**config.mk**
```make
export PLATFORM = sky130hd
export DESIGN_NAME = ika9958_cpc_gen
export DESIGN_NICKNAME = d
export VERILOG_FILES = /design/src/rtl/ika9958_cpc_pkg.sv /design/src/rtl/ika9958_cpc_carry_dly.sv /design/src/rtl/ika9958_cpc_gen.sv
export SDC_FILE = /design/constraint.sdc
export NUM_CORES = 1
export LEC_CHECK = 0
export BUFFER_PORTS_ARGS = -buffer_cell sky130_fd_sc_hd__buf_4
export CORE_MARGIN = 2
export CORE_UTILIZATION = 25
export DETAILED_ROUTE_END_ITERATION = 7
export SLEW_MARGIN = 0
export SYNTH_ARGS = -nofsm -noshare
export SYNTH_HDL_FRONTEND = slang
export SYNTH_HIERARCHICAL = 1
export SYNTH_SLANG_ARGS = --single-unit
```
**constraint.sdc**
```tcl
create_clock -name phiA -period 3.4 [get_ports phiA]
set_input_delay 0.34 -clock phiA [delete_from_list [all_inputs] [get_ports phiA]]
set_output_delay 0.34 -clock phiA [all_outputs]
set_load 0.02 [all_outputs]
```
**src/rtl/ika9958_cpc_pkg.sv**
```systemverilog
// Shared types and helpers for the CPC (PLA counter) generator.
package ika9958_cpc_pkg;

    localparam int CPC_LO_W = 4;
    localparam int CPC_HI_W = 5;

    typedef enum logic {
        CPC_MODE_GFX = 1'b0,
        CPC_MODE_TXT = 1'b1
    } cpc_mode_e;

    // Registered modulo decode bundle: delayed low field plus the 8/16 cycle decodes.
    typedef struct packed {
        logic [CPC_LO_W-1:0] z;
        logic [7:0]          z_of_m8c;
        logic [3:0]          z_of_m16c;
    } cpc_modulo_t;

    // Pixel cycles per tile for the latched mode.
    function automatic int tile_len(input cpc_mode_e mode, input int gfx_len, input int txt_len);
        return (mode == CPC_MODE_TXT) ? txt_len : gfx_len;
    endfunction

endpackage

```
**src/rtl/ika9958_cpc_carry_dly.sv**
```systemverilog
// Variable-tap delay line for the tile carry. tap=0 is a straight bypass,
// tap=d>0 presents the input from d enabled edges ago. clr empties the line.
module ika9958_cpc_carry_dly #(
    parameter int DLY_MAX = 7,
    parameter int DLY_W   = $clog2(DLY_MAX+1)
)(
    input  logic             phiA,
    input  logic             RST_async_n,
    input  logic             en,
    input  logic             clr,
    input  logic             din,
    input  logic [DLY_W-1:0] tap,
    output logic             dout
);

    logic [DLY_MAX-1:0] sr;

    // Shift the carry history on enabled edges; a clear drops everything in flight.
    always_ff @(posedge phiA or negedge RST_async_n) begin
        if (!RST_async_n) begin
            sr <= '0;
        end else if (en) begin
            if (clr) begin
                sr <= '0;
            end else begin
                sr <= DLY_MAX'({sr, din});
            end
        end
    end

    // Tap select; the caller guarantees tap never exceeds DLY_MAX.
    always_comb begin
        dout = din;
        if (tap != '0) begin
            dout = sr[tap - 1'b1];
        end
    end

endmodule

```
**src/rtl/ika9958_cpc_gen.sv**
```systemverilog
// Split pixel-cycle / tile counter with delayed tile carry and registered
// modulo decodes. Optional line counter: define IKA9958_CPC_LINE_CNT_EN.
// The 8/16-cycle decode map is defined for a 4-bit pixel-cycle field.
module ika9958_cpc_gen
    import ika9958_cpc_pkg::*;
#(
    parameter int LO_W    = CPC_LO_W,
    parameter int HI_W    = CPC_HI_W,
    parameter int GFX_LEN = 16,
    parameter int TXT_LEN = 12,
    parameter int HI_MOD  = 32,
    parameter int LO_LOAD = 0,
    parameter int HI_LOAD = 0,
    parameter int DLY_MAX = 7
`ifdef IKA9958_CPC_LINE_CNT_EN
   ,parameter int LINE_MOD = 262
`endif
)(
    input  logic                         phiA,
    input  logic                         RST_async_n,
    input  logic                         phiL_NCEN,
    input  logic                         line_sync,
    input  logic                         mode_txt,
    input  logic [$clog2(DLY_MAX+1)-1:0] carry_dly,
    output logic [LO_W+HI_W-1:0]         cpc,
    output logic [LO_W-1:0]              cpc_z,
    output logic [7:0]                   z_of_m8c,
    output logic [3:0]                   z_of_m16c,
    output logic                         tile_stb,
    output logic                         hi_wrap
`ifdef IKA9958_CPC_LINE_CNT_EN
   ,output logic [9:0]                   line_cnt,
    output logic                         frame_stb
`endif
);

    localparam int DLY_W = $clog2(DLY_MAX+1);

    logic [LO_W-1:0]  lo;
    logic [HI_W-1:0]  hi;
    cpc_mode_e        mode_lat;
    logic [DLY_W-1:0] dly_lat;
    logic [DLY_W-1:0] dly_sat;
    logic [LO_W:0]    tile_last;
    logic             raw_carry;
    logic             carry_app;
    logic             hi_last;
    logic             inc_q;
    logic             wrap_q;
    cpc_modulo_t      mod_d;
    cpc_modulo_t      mod_q;

    assign cpc       = {hi, lo};
    assign cpc_z     = LO_W'(mod_q.z);
    assign z_of_m8c  = mod_q.z_of_m8c;
    assign z_of_m16c = mod_q.z_of_m16c;

    // Tile boundary detect; a line restart suppresses the carry it would have raised.
    always_comb begin
        tile_last = (LO_W+1)'(tile_len(mode_lat, GFX_LEN, TXT_LEN) - 1);
        raw_carry = ({1'b0, lo} >= tile_last) && !line_sync;
        hi_last   = (hi == HI_W'(HI_MOD - 1));
        dly_sat   = (int'(carry_dly) > DLY_MAX) ? DLY_W'(DLY_MAX) : carry_dly;
    end

    ika9958_cpc_carry_dly #(
        .DLY_MAX (DLY_MAX),
        .DLY_W   (DLY_W)
    ) u_carry_dly (
        .phiA        (phiA),
        .RST_async_n (RST_async_n),
        .en          (phiL_NCEN),
        .clr         (line_sync),
        .din         (raw_carry),
        .tap         (dly_lat),
        .dout        (carry_app)
    );

    // Decodes of the current (pre-update) low field; the upper half of a text tile is blanked.
    always_comb begin
        mod_d   = '0;
        mod_d.z = CPC_LO_W'(lo);
        for (int k = 0; k < 8; k++) begin
            mod_d.z_of_m8c[k] = (lo[2:0] == 3'(k)) && !((mode_lat == CPC_MODE_TXT) && lo[3]);
        end
        for (int j = 0; j < 4; j++) begin
            mod_d.z_of_m16c[j] = (lo == LO_W'(8 + j));
        end
    end

    // Counter, line latches and pulse pipeline; tile_stb/hi_wrap trail the hi update by one edge.
    always_ff @(posedge phiA or negedge RST_async_n) begin
        if (!RST_async_n) begin
            lo       <= '0;
            hi       <= '0;
            mode_lat <= CPC_MODE_GFX;
            dly_lat  <= '0;
            inc_q    <= 1'b0;
            wrap_q   <= 1'b0;
            tile_stb <= 1'b0;
            hi_wrap  <= 1'b0;
            mod_q    <= '0;
        end else if (phiL_NCEN) begin
            tile_stb <= inc_q;
            hi_wrap  <= wrap_q;
            mod_q    <= mod_d;
            if (line_sync) begin
                lo       <= LO_W'(LO_LOAD);
                hi       <= HI_W'(HI_LOAD);
                mode_lat <= cpc_mode_e'(mode_txt);
                dly_lat  <= dly_sat;
                inc_q    <= 1'b0;
                wrap_q   <= 1'b0;
            end else begin
                lo     <= raw_carry ? '0 : lo + 1'b1;
                inc_q  <= carry_app;
                wrap_q <= carry_app && hi_last;
                if (carry_app) begin
                    hi <= hi_last ? '0 : hi + 1'b1;
                end
            end
        end
    end

`ifdef IKA9958_CPC_LINE_CNT_EN
    // Line counter advances on every accepted line restart; frame_stb marks its wrap.
    always_ff @(posedge phiA or negedge RST_async_n) begin
        if (!RST_async_n) begin
            line_cnt  <= '0;
            frame_stb <= 1'b0;
        end else if (phiL_NCEN) begin
            frame_stb <= 1'b0;
            if (line_sync) begin
                if (line_cnt == 10'(LINE_MOD - 1)) begin
                    line_cnt  <= '0;
                    frame_stb <= 1'b1;
                end else begin
                    line_cnt <= line_cnt + 1'b1;
                end
            end
        end
    end
`endif

`ifndef SYNTHESIS
    // Parameter sanity check.
    always @(posedge phiA) begin
        assert (GFX_LEN <= (1 << LO_W) && TXT_LEN <= (1 << LO_W) &&
                HI_MOD <= (1 << HI_W) && LO_W == CPC_LO_W)
            else $error("ika9958_cpc_gen: parameter out of range");
    end
`endif

endmodule

```
==> impl_results.md, run 1 <==
* Maximum vdd drop at 0.148 mV
* Top post-synthesis cells by area: dfrtp_1 50%, ha_1 6.9%, inv_1 6.2%, mux2_2 5.6%, o22ai_1 4.7%
* Cells after Synth at 191
* Final WL at 3950 microns
* Worst-Margin Slew at between 0.7 and 0.8 ns
* Crit-path max FO at 6
* Cell variety after synth at 36
* Max-cap viol count at 0
* Critical path cell sequence: inv_1 -> ha_1 -> mux4_2 -> nor2_1 -> o31ai_1 -> nand2_2 -> or4_1 -> o221ai_1
* Clk root buf: clkbuf_8
* R2R cell count at 8
* Crit path launch: dly_lat[0]
* Detailed placement HPWL at about 2700 microns
* Mux share of post-synthesis cell area at under 10%
* Slowest cell on the critical path: o31ai_1
* Register area share after synthesis at 50.0%
* Number of synthesized register bits at 40
* WP buf/inv at 1
* Async set or reset register ratio after synthesis at 100%
* Top cell family by delay on the critical path: compound AO/OA/AOI/OAI gates
* Status: finished, final reports clean
* Worst-path clk slew at 0.08 ns
* Hold Fails Final Rpt at 0
* Setup TNS at 0 ns
* Setup Buffers After CTS at 0
* HP Class: input port to async pin
* Core area at 7730 sq um
* R2r startpoint: dly_lat[0]
* Post-synth net total at 210
* GR Util met1 at 14.0%
* XOR/XNOR Fraction of Synth Area at under 10%
* Routed Antenna Nets at 0
* Final GP Congestion at 0.758
* Pwr per Cell Area at 529 nW/um^2
* Worst stage delay on the critical path at 0.62 ns
* Number of global-route vias before repair at 1380
* Main flop type after synthesis: dfrtp_1
* Synth top cells by count: 40 x dfrtp_1, 33 x inv_1, 15 x o22ai_1, 13 x nand2_1
* DR DRC count at 0
* Critical path endpoint category: flop
* Pin count of the biggest net entering global routing at 60
* Minimum clock period at 2.62 ns
* Initial antenna violation count at 0
* Compound-Gate Fraction of Synth Area at approximately 14%
* Buffers on Ports at 34
* Final Util at 31.1%
* Clock skew at 0.0104 ns
* Inserted Clock Buffers at 5
* Met2 Usage GRT at 14.0%
* Final #Nets at 240
* DR pass1 iterations at 4
* DR iter-0 viols at 89
* Share of layout cells above drive strength 1 at 25.8%
* Final setup vio count at 0
* Maximum root-to-sink buffer count at 2
* Leak Pwr at 1.10 nW
* FMAX at 382 MHz
* Avg Cell Area, Syn at 10.5 sq um
* Syn. warnings at 6
* Starting density of the core at approximately a quarter
* Area growth syn-to-layout at 19.9%
* Slew Viols, Final at 0
* Placed Instance Area at about 2300 sq um
* Vias per cell at 4.46
* Period Utilization, post-route at roughly 77%
* Adder-cell area share of the yosys netlist at 6.87%
* Post-Syn Area at roughly 2000 sq um
* GR peak layer: met2
* Final instance area at 2400 sq um
* Clock insertion delay at the later pin of the skew report at 0.29 ns
* RSZ-0062 raised after global routing: false
* Area of the die at around 9000 sq um
* DR vias at 1441
* Ant diodes at 0
* Top-area cell type share of the netlist area at 50.0%
* Yosys top cell by area: dfrtp_1
* Post-Layout Cell Count at 323
* H-tree lvl count at 2
* Required time worst endpoint at 3.61 ns
* Largest family of logic cells by synthesized area: compound AO/OA/AOI/OAI gates
* Post-synth EDFFs at 0
* Chip width at 93.5 microns
* Layout fillers at a little over 800
* Count leader, synth: dfrtp_1
* Worst reg2reg path endpoint: hi[3]
* R2R Setup Slk at 0.78 ns
* Total GRT Usage at 9.62%
* Row count at 32
* GRT Residual Overflow at 0
* Grt met3 use at 2.58%
* Crit path DAT at 2.83 ns
* Placed Cells at 316
* CTS tree: done
* Simple-Gate Fraction of Synth Area at 11.1%
* First-pass GRT wire length at 6710 microns
* Critical Path Start Type: flop
* Setup CP Type: flop to flop
* Boundary pin count at 35
* Die Ht at ~94 microns
* Cts hold-fix bufs at 0
* Sinks on Clock Net at 40
* Rel. slew slack at 52.4%
* Drt wl/cell at between 10 and 15 microns
* Post-cts sizing count at 0
==> routing by layer <==
metal	vias up	wire length, microns
li1	710	-
met1	694	2020
met2	34	1710
met3	3	200
met4	0	20
met5	-	0
==> logic make-up after synthesis <==
group / Yosys count
flops: 40
mux: 12
buf+inv: 44
xor+xnor: 1
simple gates: 41
compound gates: 42
fa+ha+maj: 11
==> worst register-to-register path: cells and delay by family (launching register included) <==
family                     cells  cell delay [ns]
AOI/OAI and AO/OA              2             0.70
and+or+nand+nor                3             0.66
DFF                            1             0.42
adders and majority gates      1             0.34
muxes                          1             0.34
buffers and inverters          1             0.09
==> per-stage QoR <==
step                hold slack, ns  power [mW]  setup WS [ns]
floorplan                   0.0444       0.846           1.05
global placement             0.355       0.981          0.883
detailed placement           0.365       0.986          0.803
CTS                         0.0372        1.30          0.794
global route                0.0623        1.37          0.620
finish                      0.0263        1.27          0.780
==> worst max path at each step <==
| stage | to | depth (start not counted) |
|---|---|---|
| after global placement | hi[3] | 8 |
| final | hi[3] | 8 |
| after global routing | hi[3] | 8 |
| after floorplan | hi[3] | 8 |
| after CTS | hi[3] | 8 |
| after detailed placement | hi[3] | 8 |
==> area by class of cell <==
type | instances | area [sq um] | share of cell area (%)
clock inverter | 2 | 12.5 | 0.521
multi-input combinational | 107 | 813 | 33.9
clock buffer | 5 | 68.8 | 2.86
inverter | 33 | 124 | 5.16
tap | 102 | 128 | 5.31
sequential | 40 | 1000 | 41.7
timing repair buffer | 34 | 255 | 10.6
==> state kept, by name, summed over array words and instances, names as in the netlist <==
name / count
z_of_m8c: 8
u_carry_dly/sr: 7
hi: 5
cpc_z: 4
lo: 4
z_of_m16c: 4
dly_lat: 3
hi_wrap: 1
inc_q: 1
mode_lat: 1
tile_stb: 1
wrap_q: 1
==> layout by cell type (no fill, tap or decap), types with 2 or more instances in the layout <==
master / synthesis / routed
ha_1: 11 / 11
inv_1: 33 / 33
a31oi_1: 2 / 2
o22ai_1: 15 / 15
buf_4: 5 / 34
o21ai_0: 11 / 11
clkbuf_8: 0 / 5
o32ai_1: 2 / 2
nand3b_1: 8 / 8
o221ai_1: 2 / 2
dfrtp_1: 40 / 40
nor2_1: 4 / 4
nand2_1: 13 / 13
nor2b_1: 2 / 2
a21oi_1: 2 / 2
and3_1: 3 / 3
nand3_1: 5 / 5
mux2_2: 10 / 10
==> where the power goes <==
| group | internal (mW) | switching (mW) | total (mW) |
|---|---|---|---|
| registers | 0.537 | 0.0717 | 0.608 |
| clock network | 0.139 | 0.163 | 0.302 |
| logic | 0.162 | 0.199 | 0.361 |
Note: power is estimated with default switching activity, not from simulation.
==> run 2: changes to the inputs <==
Clock period 3.4 ns to 2.6 ns, I/O delays scaled along.
==> impl_results.md, run 2 (same netlist as run 1, synthesis figures left out) <==
* Minimum clock period at 2.33 ns
* H-tree lvl count at 2
* Hold WS at 0.198 ns
* Net Sw Power at between 500 and 600 uW
* Reg power frac at 46.9%
* Vias per cell at ~4.5
* Routed Antenna Nets at 0
* Maximum root-to-sink buffer count at 2
* Sinks on Clock Net at 40
* Leading cell type in the layout, fill and taps excluded: dfrtp_1
* Layout fillers at 817
* Leak Pwr at roughly 1.1 nW
* Area of the die at 8750 sq um
* Status: finished, final reports clean
* Pwr per Cell Area at 692 nW/um^2
* Crit path DAT at 2.55 ns
* Comb pwr share at 29.1%
* Detailed placement HPWL at 2780 microns
* Setup TNS at 0 ns
* Max FFs per register at 8
* Clock network power share at between 20% and 30%
* WHS Path Cells at 2
* Period Utilization, post-route at 89.6%
* GRT Residual Overflow at 0
* Row count at 32
* Clock insertion delay at the later pin of the skew report at 0.30 ns
* Buffers on Ports at 34
* Area growth syn-to-layout at 21.5%
* R2r startpoint: dly_lat[0]
* Setup CP Type: flop to flop
* DR DRC count at 0
* Worst reg2reg path endpoint: hi[3]
* Initial antenna violation count at 0
* First-pass GRT wire length at 6810 microns
* Ant diodes at 0
* Hold Fails Final Rpt at 0
* R2R cell count at 9
* Die Ht at 93.5 microns
* CTS tree: done
* Critical Path Start Type: flop
* Worst-path clk slew at 0.08 ns
* Sw frac at 34.3%
* Number of global-route vias before repair at 1384
* Placed Cells at 319
* Chip width at ~94 microns
* Critical path endpoint category: flop
* DR pass1 iterations at 5
* HP Class: input port to flop
* DR vias at roughly 1.5k
* R2R Setup Slk at roughly 0.27 ns
* Maximum vdd drop at 0.223 mV
* Final #Nets at 244
* Clk root buf: clkbuf_8
* Pin count of the biggest net entering global routing at between 40 and 50
* Min-delay src: carry_dly[0]
* Final setup vio count at 0
* RSZ-0062 raised after global routing: false
* DR iter-0 viols at just over 90
* Boundary pin count at 35
* Most frequent cells in the layout: 40 x dfrtp_1, 37 x buf_4, 33 x inv_1
* Post-Layout Cell Count at 327
* Int Power at 1.11 mW
* Share of layout cells above drive strength 1 at a little over a quarter
* Final WL at 4010 microns
* Clock skew at 0.0122 ns
* Crit-path max FO at 6
* Total GRT Usage at 9.92%
* Hold EP: dly_lat[0]
* Drt wl/cell at 12.3 microns
* Core area at 7730 sq um
* Required time worst endpoint at about 2.8 ns
* Inserted Clock Buffers at 5
* Rel. slew slack at 65.3%
* Worst-Margin Slew at 0.520 ns
* Final GP Congestion at 0.762
* FMAX at 429 MHz
* Starting density of the core at 25.9%
* Final Util at around a third
* Slew Viols, Final at 0
* Max-cap viol count at 0
-- run 2: worst max path at each step --
stage | depth (start not counted) | start | slack [ns] | endpoint
final | 9 | dly_lat[0] | 0.27 | hi[3]
after global routing | 9 | dly_lat[0] | 0.12 | hi[3]
after CTS | 9 | dly_lat[0] | 0.26 | hi[3]
after detailed placement | 9 | dly_lat[0] | 0.28 | hi[3]
after global placement | 9 | dly_lat[0] | 0.32 | hi[3]
after floorplan | 8 | dly_lat[0] | 0.25 | hi[3]
-- run 2: area by class of cell --
| cell class | count | area [sq um] | area share (%) |
|---|---|---|---|
| clock inverter | 2 | 12.5 | 0.514 |
| multi-input combinational | 107 | 813 | 33.4 |
| timing repair buffer | 38 | 288 | 11.8 |
| clock buffer | 5 | 68.8 | 2.83 |
| sequential | 40 | 1000 | 41.1 |
| tap | 102 | 128 | 5.24 |
| inverter | 33 | 124 | 5.09 |
-- run 2: what timing repair did --
action | CTS | global route
resized for setup | 0 | 0
hold endpoints to repair | 40 | 0
setup buffers | 0 | 0
hold buffers | 1 | 0
-- run 2: power groups by stage --
stage	Clock (mW)	Combinational, mW	Sequential (mW)
final	0.403	0.491	0.791
after detailed placement	0	0.496	0.805
after floorplan	0	0.246	0.860
after global placement	0	0.492	0.802
after CTS	0.422	0.498	0.792
after global routing	0.445	0.544	0.812
-- run 2: per-stage QoR --
step	instance area, sq um	setup WS [ns]	total power [mW]
floorplan	2000	0.246	1.11
global placement	2340	0.322	1.29
detailed placement	2340	0.275	1.30
CTS	2430	0.265	1.71
global route	2430	0.123	1.80
finish	2430	0.271	1.68
-- run 2: routing by layer --
metal  global-route usage [%]  wire length [microns]  up-vias
met5                        0                      0        -
met4                     4.04                     51        0
met3                     2.50                    170        6
met2                     13.9                   1720       35
met1                     14.4                   2060      707
li1                         -                      -      716
-- run 2: critical path: stages (launching register included) --
cell	delay, ns
dfrtp_1	0.43
inv_1	0.09
ha_1	0.34
mux4_2	0.34
nor2_1	0.04
o31ai_1	0.23
buf_4	0.18
nand2_2	0.06
or4_1	0.47
o221ai_1	0.08
==> run 3: changes to the inputs <==
==> constraint.sdc (replaced) <==
create_clock -name phiA -period 2.6 [get_ports phiA]
set_input_delay 0.39 -clock phiA [delete_from_list [all_inputs] [get_ports phiA]]
set_output_delay 0.39 -clock phiA [all_outputs]
set_load 0.02 [all_outputs]
==> impl_results.md, run 3 (same netlist as run 1, synthesis figures left out) <==
* Int Power at 1.11 mW
* Crit path DAT at 2.55 ns
* Leak Pwr at roughly 1.1 nW
* Final GP Congestion at 0.762
* Setup Buffers After CTS at 0
* Period Utilization, post-route at 89.6%
* Layout fillers at 819
* Crit-path max FO at 6
* Rel. slew slack at 65.3%
* Routed Antenna Nets at 0
* RSZ-0062 raised after global routing: false
* HP Class: input port to async pin
* Critical path endpoint category: flop
* DR pass1 iterations at 5
* Final setup vio count at 0
* Die Ht at 93.5 microns
* Starting density of the core at 25.9%
* DR iter-0 viols at 94
* Required time worst endpoint at 2.82 ns
* Ant diodes at 0
* R2R cell count at 9
* Clock network power share at 24.0%
* Final #Nets at approximately 240
* GRT Residual Overflow at 0
* Area of the die at 8750 sq um
* Register cell area after layout at 1000 sq um
* Maximum root-to-sink buffer count at 2
* Area occupied by multi-input gates at 813 sq um
* Post-cts sizing count at 0
* Pwr per Cell Area at 694 nW/um^2
* Max-cap viol count at 0
* R2R Setup Slk at 0.27 ns
* R2r startpoint: dly_lat[0]
* Inserted Clock Buffers at 5
* First-pass GRT wire length at 6810 microns
* Status: finished, final reports clean
* H-tree lvl count at 2
* Reg power frac at 47.0%
* Total GRT Usage at 9.92%
* Slew Viols, Final at 0
* DR vias at 1462
* Max FFs per register at 8
* Cts hold-fix bufs at 0
* Setup CP Type: flop to flop
* Hold Fails Final Rpt at 0
* Clock insertion delay at the later pin of the skew report at 0.30 ns
* Detailed placement HPWL at around 2800 microns
* Maximum vdd drop at 0.223 mV
* Worst-Margin Slew at 0.520 ns
* Critical Path Start Type: flop
* DR DRC count at 0
* Chip width at 93.5 microns
* Sw frac at 34.4%
* Sinks on Clock Net at 40
* Final WL at 4010 microns
* Clk root buf: clkbuf_8
* Buffers on Ports at 34
* FMAX at roughly 430 MHz
* Net Sw Power at just under 600 uW
* Comb pwr share at 29.1%
* Total Power at 1.68 mW
* Row count at 32
* Worst-path clk slew at 0.08 ns
* Number of global-route vias before repair at 1384
* Setup TNS at 0 ns
* Most frequent cells in the layout: 40 x dfrtp_1, 37 x buf_4, 33 x inv_1
* Core area at 7730 sq um
* Clock skew at 0.0122 ns
* Area growth syn-to-layout at 21.0%
* Initial antenna violation count at 0
* Minimum clock period at approximately 2.3 ns
* Worst reg2reg path endpoint: hi[3]
* Drt wl/cell at ~12 microns
* Pin count of the biggest net entering global routing at 41
* Vias per cell at about 4.5
* CTS tree: done
* Leading cell type in the layout, fill and taps excluded: dfrtp_1
* Share of layout cells above drive strength 1 at 26.8%
* Boundary pin count at 35
[run 3: metal layers]
| metal | wire length [microns] | share of wire [%] | global-route usage [%] | up-vias |
|---|---|---|---|---|
| met3 | 171 | 4.3 | 2.50 | 6 |
| li1 | - | - | - | 714 |
| met5 | 0 | 0 | 0 | - |
| met2 | 1730 | 43 | 13.9 | 35 |
| met1 | 2060 | 51 | 14.4 | 707 |
| met4 | 51 | 1.3 | 4.04 | 0 |
[run 3: cell type report]
type / instances / area share (%)
Clock buffer: 5 / 2.84
Clock inverter: 2 / 0.516
Multi-Input combinational cell: 107 / 33.5
Sequential cell: 40 / 41.3
Tap cell: 102 / 5.26
Timing Repair Buffer: 37 / 11.5
Inverter: 33 / 5.11
[run 3: power groups by stage]
stage	combinational, mW	sequential (mW)	clock (mW)
finish	0.489	0.791	0.403
global route	0.543	0.812	0.445
CTS	0.497	0.792	0.422
detailed placement	0.496	0.805	0
global placement	0.492	0.802	0
floorplan	0.246	0.860	0
[run 3: critical path: stages (launching register included)]
cell and delay [ns]:
dfrtp_1 0.43, inv_1 0.09, ha_1 0.34, mux4_2 0.34, nor2_1 0.04, o31ai_1 0.23, buf_4 0.18, nand2_2 0.06
or4_1 0.47, o221ai_1 0.08
[run 3: worst max path at each step]
stage,startpoint,end
after floorplan,dly_lat[0],hi[3]
after global routing,dly_lat[0],hi[3]
final,dly_lat[0],hi[3]
after detailed placement,dly_lat[0],hi[3]
after CTS,dly_lat[0],hi[3]
after global placement,dly_lat[0],hi[3]
[run 3: metrics by stage]
| stage | instance area (sq um) | worst slack (ns) | cells | utilization [%] | hold WS (ns) |
|---|---|---|---|---|---|
| 2_1_floorplan | 2000 | 0.246 | 191 | - | 0.0944 |
| 3_3_place_gp | 2340 | 0.322 | 319 | 30.3 | 0.409 |
| 3_5_place_dp | 2340 | 0.275 | 319 | 30.3 | 0.410 |
| 4_1_cts | 2420 | 0.265 | 326 | 31.4 | 0.0756 |
| 5_1_grt | 2420 | 0.123 | 326 | 31.4 | 0.0931 |
| 6_report | 2420 | 0.271 | 326 | 31.4 | 0.0593 |
